File: config.mk
export PLATFORM = sky130hd
export DESIGN_NAME = fetch_ctrl
export DESIGN_NICKNAME = d
export VERILOG_FILES = /design/src/rtl/proc_pkg.sv /design/src/rtl/fetch_ctrl.sv
export SDC_FILE = /design/constraint.sdc
export NUM_CORES = 1
export LEC_CHECK = 0
export ABC_AREA = 1
export BUFFER_PORTS_ARGS = -buffer_cell sky130_fd_sc_hd__buf_2
export CORE_MARGIN = 1.5
export CORE_UTILIZATION = 44
export CTS_CLUSTER_DIAMETER = 100
export DETAILED_ROUTE_END_ITERATION = 10
export MAX_ROUTING_LAYER = met4
export PLACE_DENSITY_LB_ADDON = 0.12
export SLEW_MARGIN = 15
export SYNTH_ARGS = -nofsm -noshare
export SYNTH_HDL_FRONTEND = slang
export SYNTH_SLANG_ARGS = --single-unit
File: constraint.sdc
create_clock -name clk -period 1.48 [get_ports clk]
set_clock_uncertainty 0.2 [all_clocks]
set_input_delay 0.148 -clock clk [delete_from_list [all_inputs] [get_ports clk]]
set_output_delay 0.148 -clock clk [all_outputs]
set_load 0.01 [all_outputs]
File: src/rtl/proc_pkg.sv
// Shared definitions for the processor core: sequencer states and datapath widths.
package proc_pkg;

  // Instruction word width delivered by instruction memory.
  localparam int INSTR_W = 32;

  // Default program-counter width, in words.
  localparam int PC_W_DEFAULT = 30;

  // Width of the fetch wait counter; large enough for any timeout up to 255.
  localparam int WAIT_W = 8;

  // Instruction sequencer states.
  typedef enum logic [2:0] {
    IDLE  = 3'd0,
    FETCH = 3'd1,
    ISSUE = 3'd2,
    EXEC  = 3'd3,
    FAULT = 3'd4
  } state_e;

endpackage

File: src/rtl/fetch_ctrl.sv
// Instruction sequencer: owns the PC, fetches each instruction over a req/ack
// handshake, issues it to the datapath, waits for completion and resolves the
// branch/jump flags into the next PC. A fetch that is never acknowledged parks
// the controller in a sticky FAULT state until reset.
module fetch_ctrl
  import proc_pkg::*;
#(
  parameter int              PC_W     = PC_W_DEFAULT,
  parameter logic [PC_W-1:0] RESET_PC = '0,
  parameter int              MAX_WAIT = 15
) (
  input  logic               clk,
  input  logic               rst,
  input  logic               run,
  output logic               imem_req,
  output logic [PC_W-1:0]    imem_addr,
  input  logic               imem_ack,
  input  logic [INSTR_W-1:0] imem_rdata,
  output logic [INSTR_W-1:0] instruction,
  output logic [PC_W-1:0]    pc,
  output logic               issue,
  input  logic               exe_done,
  input  logic               branch,
  input  logic               zero,
  input  logic               jump,
  input  logic [PC_W-1:0]    target,
  output logic               redirect,
  output logic               fault
);

  // The last ack-less FETCH cycle before timing out has the counter at MAX_WAIT-1.
  localparam logic [WAIT_W-1:0] WAIT_LAST = WAIT_W'(MAX_WAIT - 1);
  localparam logic [WAIT_W-1:0] WAIT_ONE  = WAIT_W'(1);
  localparam logic [PC_W-1:0]   PC_ONE    = PC_W'(1);

  state_e              state_q, state_d;
  logic [PC_W-1:0]     pc_q, pc_d;
  logic [INSTR_W-1:0]  instr_q, instr_d;
  logic [WAIT_W-1:0]   waitCnt_q, waitCnt_d;
  logic                redirect_q, redirect_d;

  logic                completing;
  logic                takeTarget;
  logic [PC_W-1:0]     pcNext;

  // State register; reset wins over any simultaneous ack or completion.
  always_ff @(posedge clk) begin
    if (!rst) begin
      state_q <= IDLE;
    end else begin
      state_q <= state_d;
    end
  end

  // Next-state logic; an ack on the final allowed wait cycle still wins over the timeout.
  always_comb begin
    state_d = state_q;
    unique case (state_q)
      IDLE: begin
        if (run) state_d = FETCH;
      end
      FETCH: begin
        if (imem_ack) begin
          state_d = ISSUE;
        end else if (waitCnt_q == WAIT_LAST) begin
          state_d = FAULT;
        end
      end
      ISSUE: begin
        state_d = EXEC;
      end
      EXEC: begin
        if (exe_done) state_d = run ? FETCH : IDLE;
      end
      FAULT: begin
        state_d = FAULT;
      end
      default: begin
        state_d = IDLE;
      end
    endcase
  end

  // Outputs are decoded from state or taken straight from registers, never from inputs.
  always_comb begin
    imem_req    = 1'b0;
    issue       = 1'b0;
    fault       = 1'b0;
    imem_addr   = pc_q;
    pc          = pc_q;
    instruction = instr_q;
    redirect    = redirect_q;
    unique case (state_q)
      FETCH:   imem_req = 1'b1;
      ISSUE:   issue    = 1'b1;
      FAULT:   fault    = 1'b1;
      default: ;
    endcase
  end

  // Next-PC resolution; jump outranks a taken branch, fall-through wraps at 2^PC_W.
  always_comb begin
    completing = (state_q == EXEC) && exe_done;
    takeTarget = jump || (branch && zero);
    pcNext     = takeTarget ? target : (pc_q + PC_ONE);
  end

  // Datapath next values: wait counter, instruction latch, PC and redirect pulse.
  always_comb begin
    waitCnt_d  = '0;
    instr_d    = instr_q;
    pc_d       = pc_q;
    redirect_d = 1'b0;
    if ((state_q == FETCH) && !imem_ack) begin
      waitCnt_d = waitCnt_q + WAIT_ONE;
    end
    if ((state_q == FETCH) && imem_ack) begin
      instr_d = imem_rdata;
    end
    if (completing) begin
      pc_d       = pcNext;
      redirect_d = takeTarget;
    end
  end

  // Datapath registers; the counter is zero whenever FETCH is entered from elsewhere.
  always_ff @(posedge clk) begin
    if (!rst) begin
      pc_q       <= RESET_PC;
      instr_q    <= '0;
      waitCnt_q  <= '0;
      redirect_q <= 1'b0;
    end else begin
      pc_q       <= pc_d;
      instr_q    <= instr_d;
      waitCnt_q  <= waitCnt_d;
      redirect_q <= redirect_d;
    end
  end

endmodule

After elaboration in Yosys (flattened, before gate mapping). Cells that the tools add are included. Widths: inputs -> output; s select.

$add $sub $neg: 2. Equal/unequal tests: 8. Multiplexer cells: 10. Reductions and logical operators: 10.

Operators with widths (count): $add 30x1->30 const B (1); $mux 30 (1); $pmux 3 s5 (1); $mux 3 (4); $add 8x1->8 const B (1); $eq 8x4->1 const B (1); $eq 3x2->1 const B (2); $logic_and 1x1->1 (4); $mux 1 (4); $ne 2x2->1 const B (2); $reduce_and 2->1 (2); $eq 3x1->1 const B (1); $eq 3x3->1 const B (1); $logic_not 3->1 (1); $ne 3x3->1 const B (1); $reduce_and 3->1 (1); $logic_not 1->1 (1); $logic_or 1x1->1 (1).

Bits in registers: 74. Input port bits: 70. Logic and storage cells: 35.

Depth between registers and ports, before layout.
Word-level depth: 4. Gate-level depth with buffers: 10. Gate-level depth less buffers: 10.

Least setup slack after synthesis. OpenSTA, ideal clock, no wires.

Kind: register to register. Start: reg pc_q[1] (netlist: imem_addr[1]). End: reg pc_q[22] (netlist: imem_addr[22]). Setup time: 136 ps. Arrival: 1394 ps. Data required time: 1144 ps. Setup slack: -251 ps. Cell stages (with the launch flop): 11. Cells stage by stage: dfxtp_1 ha_1 nand2_2 nor2_4 nand2_4 nor2_8 nand2_1 nand2_1 nand3_1 nand2_1 a21oi_2.

Cells in the longest elaborated chain, start to end: 2.

Ends and longest elaborated chain: start: declaration (RTL line fetch_ctrl.sv:37) `logic [PC_W-1:0] pc_q, pc_d;`; start signal: assignment (RTL line fetch_ctrl.sv:134) `pc_q <= pc_d;`; $add 30x1->30 (RTL line fetch_ctrl.sv:105) `pcNext = takeTarget ? target : (pc_q + PC_ONE);`; $mux 30 (RTL line fetch_ctrl.sv:105).

No other way between the ends. A chain may end at the register's enable or synchronous reset.

Final worst setup path.
Start: reg pc_q[1] (netlist: imem_addr[1]). End: reg pc_q[20] (netlist: imem_addr[20]).

The elaborated chain is that of the path after synthesis.

==> results.cfg <==
[outcome]
outcome = finished, violations left
violations = negative setup slack

[global_routing]
gr-total-overflow = 0
grt_pass1_vias = 4738
grt_pass1_wl_mm = 21.71
grt_max_degree = 33
gr-usage-all-layers_pct = 28.12
antenna_found_initial = 0

[synthesis]
synth.avg_cell_area_um2 = 6.626
synth_simple_gate_area_share_pct = 37.80
synth-adder-area-share_pct = 0.9050
synth_top_family_by_area = simple AND/OR/NAND/NOR gates
muxShareOfSynthArea_pct = 0
yosysSeqAreaShare_pct = 35.72
yosys_warnings = 0
synth.area.top_cells = dfxtp_1 (36%), nand2_1 (13%), nor2_1 (12%)
post_synth_instance_area_um2 = 4148
yosysTopAreaCellShare_pct = 35.72
synth_compound_area_share_pct = 13.03
synth_cell_types = 34
synth-async-reset-ratio_pct = 0
yosysMostFrequentCell = nand2_1
synth-xor-area-share_pct = 0.2112
postSynthRegisterBits = 74
yosysTopAreaCell = dfxtp_1
syn-instance-count = 626
synth_commonest_cells = nand2_1 (141), nor2_1 (128), dfxtp_1 (74)
ys.flop_type = dfxtp_1
syn_nets = 699
synth_edf_count = 0

[pwr]
vdd_drop_max_uv = 551.6
power_density_nw_per_um2 = 723.1
total_power_mw = 5.140
p_leak_nw = 3.248

[cts]
tritoncts = done
htreeDepth = 3
cts.sinks = 74
clock_path_buffers = 2
clk_pin_slew_ns = 0.08
cts_root_buf = clkbuf_8
tritoncts.num_buffers = 9
clkLatencyLatePin_ns = 0.36

[detailed_routing]
avgRoutedWirePerCell_um = 14.99
vias = 5218
drt_iter0_drc = 135
drc = 0
vias_per_cell = 5.086
wirelength_mm = 15.38
drtPass1Iterations = 5
ant_nets = 0

[floorplan]
die_width_um = 100.1
die_h_um = 100.1
std_cell_rows = 35
start_util_pct = 45.10
core_um2 = 9196
io-pin-count = 166
design.die.area_um2 = 10020

[setup_path]
endpoint_kind = register
max_stage_delay_ns = 0.37
worstSetupPathType = register to register
cp_data_required_time_ns = 1.54
startpoint_type = register
crit_chain = ha_4 -> nand2_4 -> nor2_4 -> nand2_4 -> nor2_4 -> nand2_1 -> nand2_1 -> nand3_1 -> nand2_1 -> a21oi_2
critPathMostFrequentCell = nand2_1
cp_slowest_cell = dfxtp_4
arrival_ns = 1.68
critical_path.max_fanout = 5
rr_worst_depth = 10

[finish]
utilization_pct = 77.29
drive_gt1_share_pct = 48.85
antenna_cells = 0
syn2layout_area_growth_pct = 71.37
nFillCells = 671
final_cells = 1026
design_area_um2 = 7108
final_nets = 983

[timing]
whs_ns = 0.01517
timing.final.ws_setup_ns = -0.1453
max_slew_margin_pct = 73.23
rsz0062_at_grt = true
fmax_mhz = 615.3
setup_tns_ns = -2.542
final.period_utilization_pct = 109.8
hold_viol = 0
timing.final.crit_period_ns = 1.625
worst_slew_pin_slew_ns = 0.4015
drv_slew = 0
setup_viol = 51

[placement]
gp_congestion = 1.011
port_buffers = 165
dp_hpwl_mm = 9.361
place_area_um2 = 5453
dp_slack_ns = -0.1460
dp_cells = 926

[job]
drv_cap = 0

[min_path]
min_path_type = primary input to register
hold_path_depth = 5
[worst paths after layout]
kind                                      start         endpoint  slack (ns)
worst max-delay path               imem_addr[1]    imem_addr[20]       -0.15
worst min-delay path                 target[18]    imem_addr[18]        0.02
worst max register to register     imem_addr[1]    imem_addr[20]       -0.15
worst min register to register  instruction[17]  instruction[17]        0.31
[routing by layer]
layer / vias to the layer above / track usage, % / part of all wire [%]
met2: 196 / 48.51 / 51
met1: 2418 / 32.74 / 41
met4: 0 / 12.03 / 2.7
li1: 2564 / - / -
met5: - / - / 0
met3: 40 / 3.900 / 5.5
[registers in the layout (all words and copies together), names as in the netlist]
| name | flops |
|---|---|
| waitCnt_q | 8 |
| imem_addr | 30 |
| instruction | 32 |
| redirect | 1 |
| state_q | 3 |
[timing repair]
action                                  CTS  global route
gates resized for setup                  43           167
hold buffers                             62             1
pin swaps                                13            21
hold endpoints to repair                 62             1
buffers inserted                          5            10
endpoints found under the setup margin   66            77
gates cloned                              1             6
[layout make-up]
class	instances	area, um2	area share [%]
sequential	74	1525	21.46
tap	111	138.9	1.954
multi-input combinational	455	2680	37.70
inverter	45	196.4	2.764
clock buffer	11	141.4	1.989
clock inverter	5	62.56	0.8801
timing repair buffer	325	2364	33.25
[cell families (layout without fill, tap and decap cells)]
kind of cell	count (synthesis)	count (layout)
simple gates	352	352
compound gates	99	99
buf+inv	97	386
flops	74	74
fa+ha+maj	3	3
xor+xnor	1	1
[power by group]
group / switching, mW / internal [mW]
clock network: 0.833 / 0.835
registers: 0.105 / 2.10
logic: 0.631 / 0.635
total: 1.57 / 3.57
[worst max-delay path, delay by kind of cell, from the launching register on]
family          cells  cell delay [ns]
flops               1             0.37
fa+ha+maj           1             0.16
simple gates        8             0.75
compound gates      1             0.05
[layout by cell type (no fill, tap or decap), types with 3 or more instances in the layout]
cell | netlist | routed
a21oi_1 | 23 | 19
a21oi_2 | 5 | 9
buf_12 | 0 | 5
buf_2 | 5 | 163
buf_4 | 33 | 81
buf_6 | 2 | 7
clkbuf_16 | 0 | 4
clkbuf_8 | 0 | 10
dfxtp_1 | 74 | 51
dfxtp_2 | 0 | 17
dfxtp_4 | 0 | 6
dlygate4sd3_1 | 0 | 63
inv_1 | 39 | 37
inv_4 | 1 | 3
nand2_1 | 141 | 119
nand2_2 | 5 | 22
nand2_4 | 4 | 8
nand3_1 | 38 | 36
nand3_2 | 3 | 4
nor2_1 | 128 | 77
nor2_2 | 10 | 33
nor2_4 | 4 | 32
nor2_8 | 3 | 3
nor3_1 | 8 | 3
nor3_2 | 0 | 4
o21ai_0 | 57 | 20
o21ai_1 | 4 | 26
o21ai_2 | 0 | 14
o31ai_1 | 6 | 4
Power figures use the tool's default switching activity.
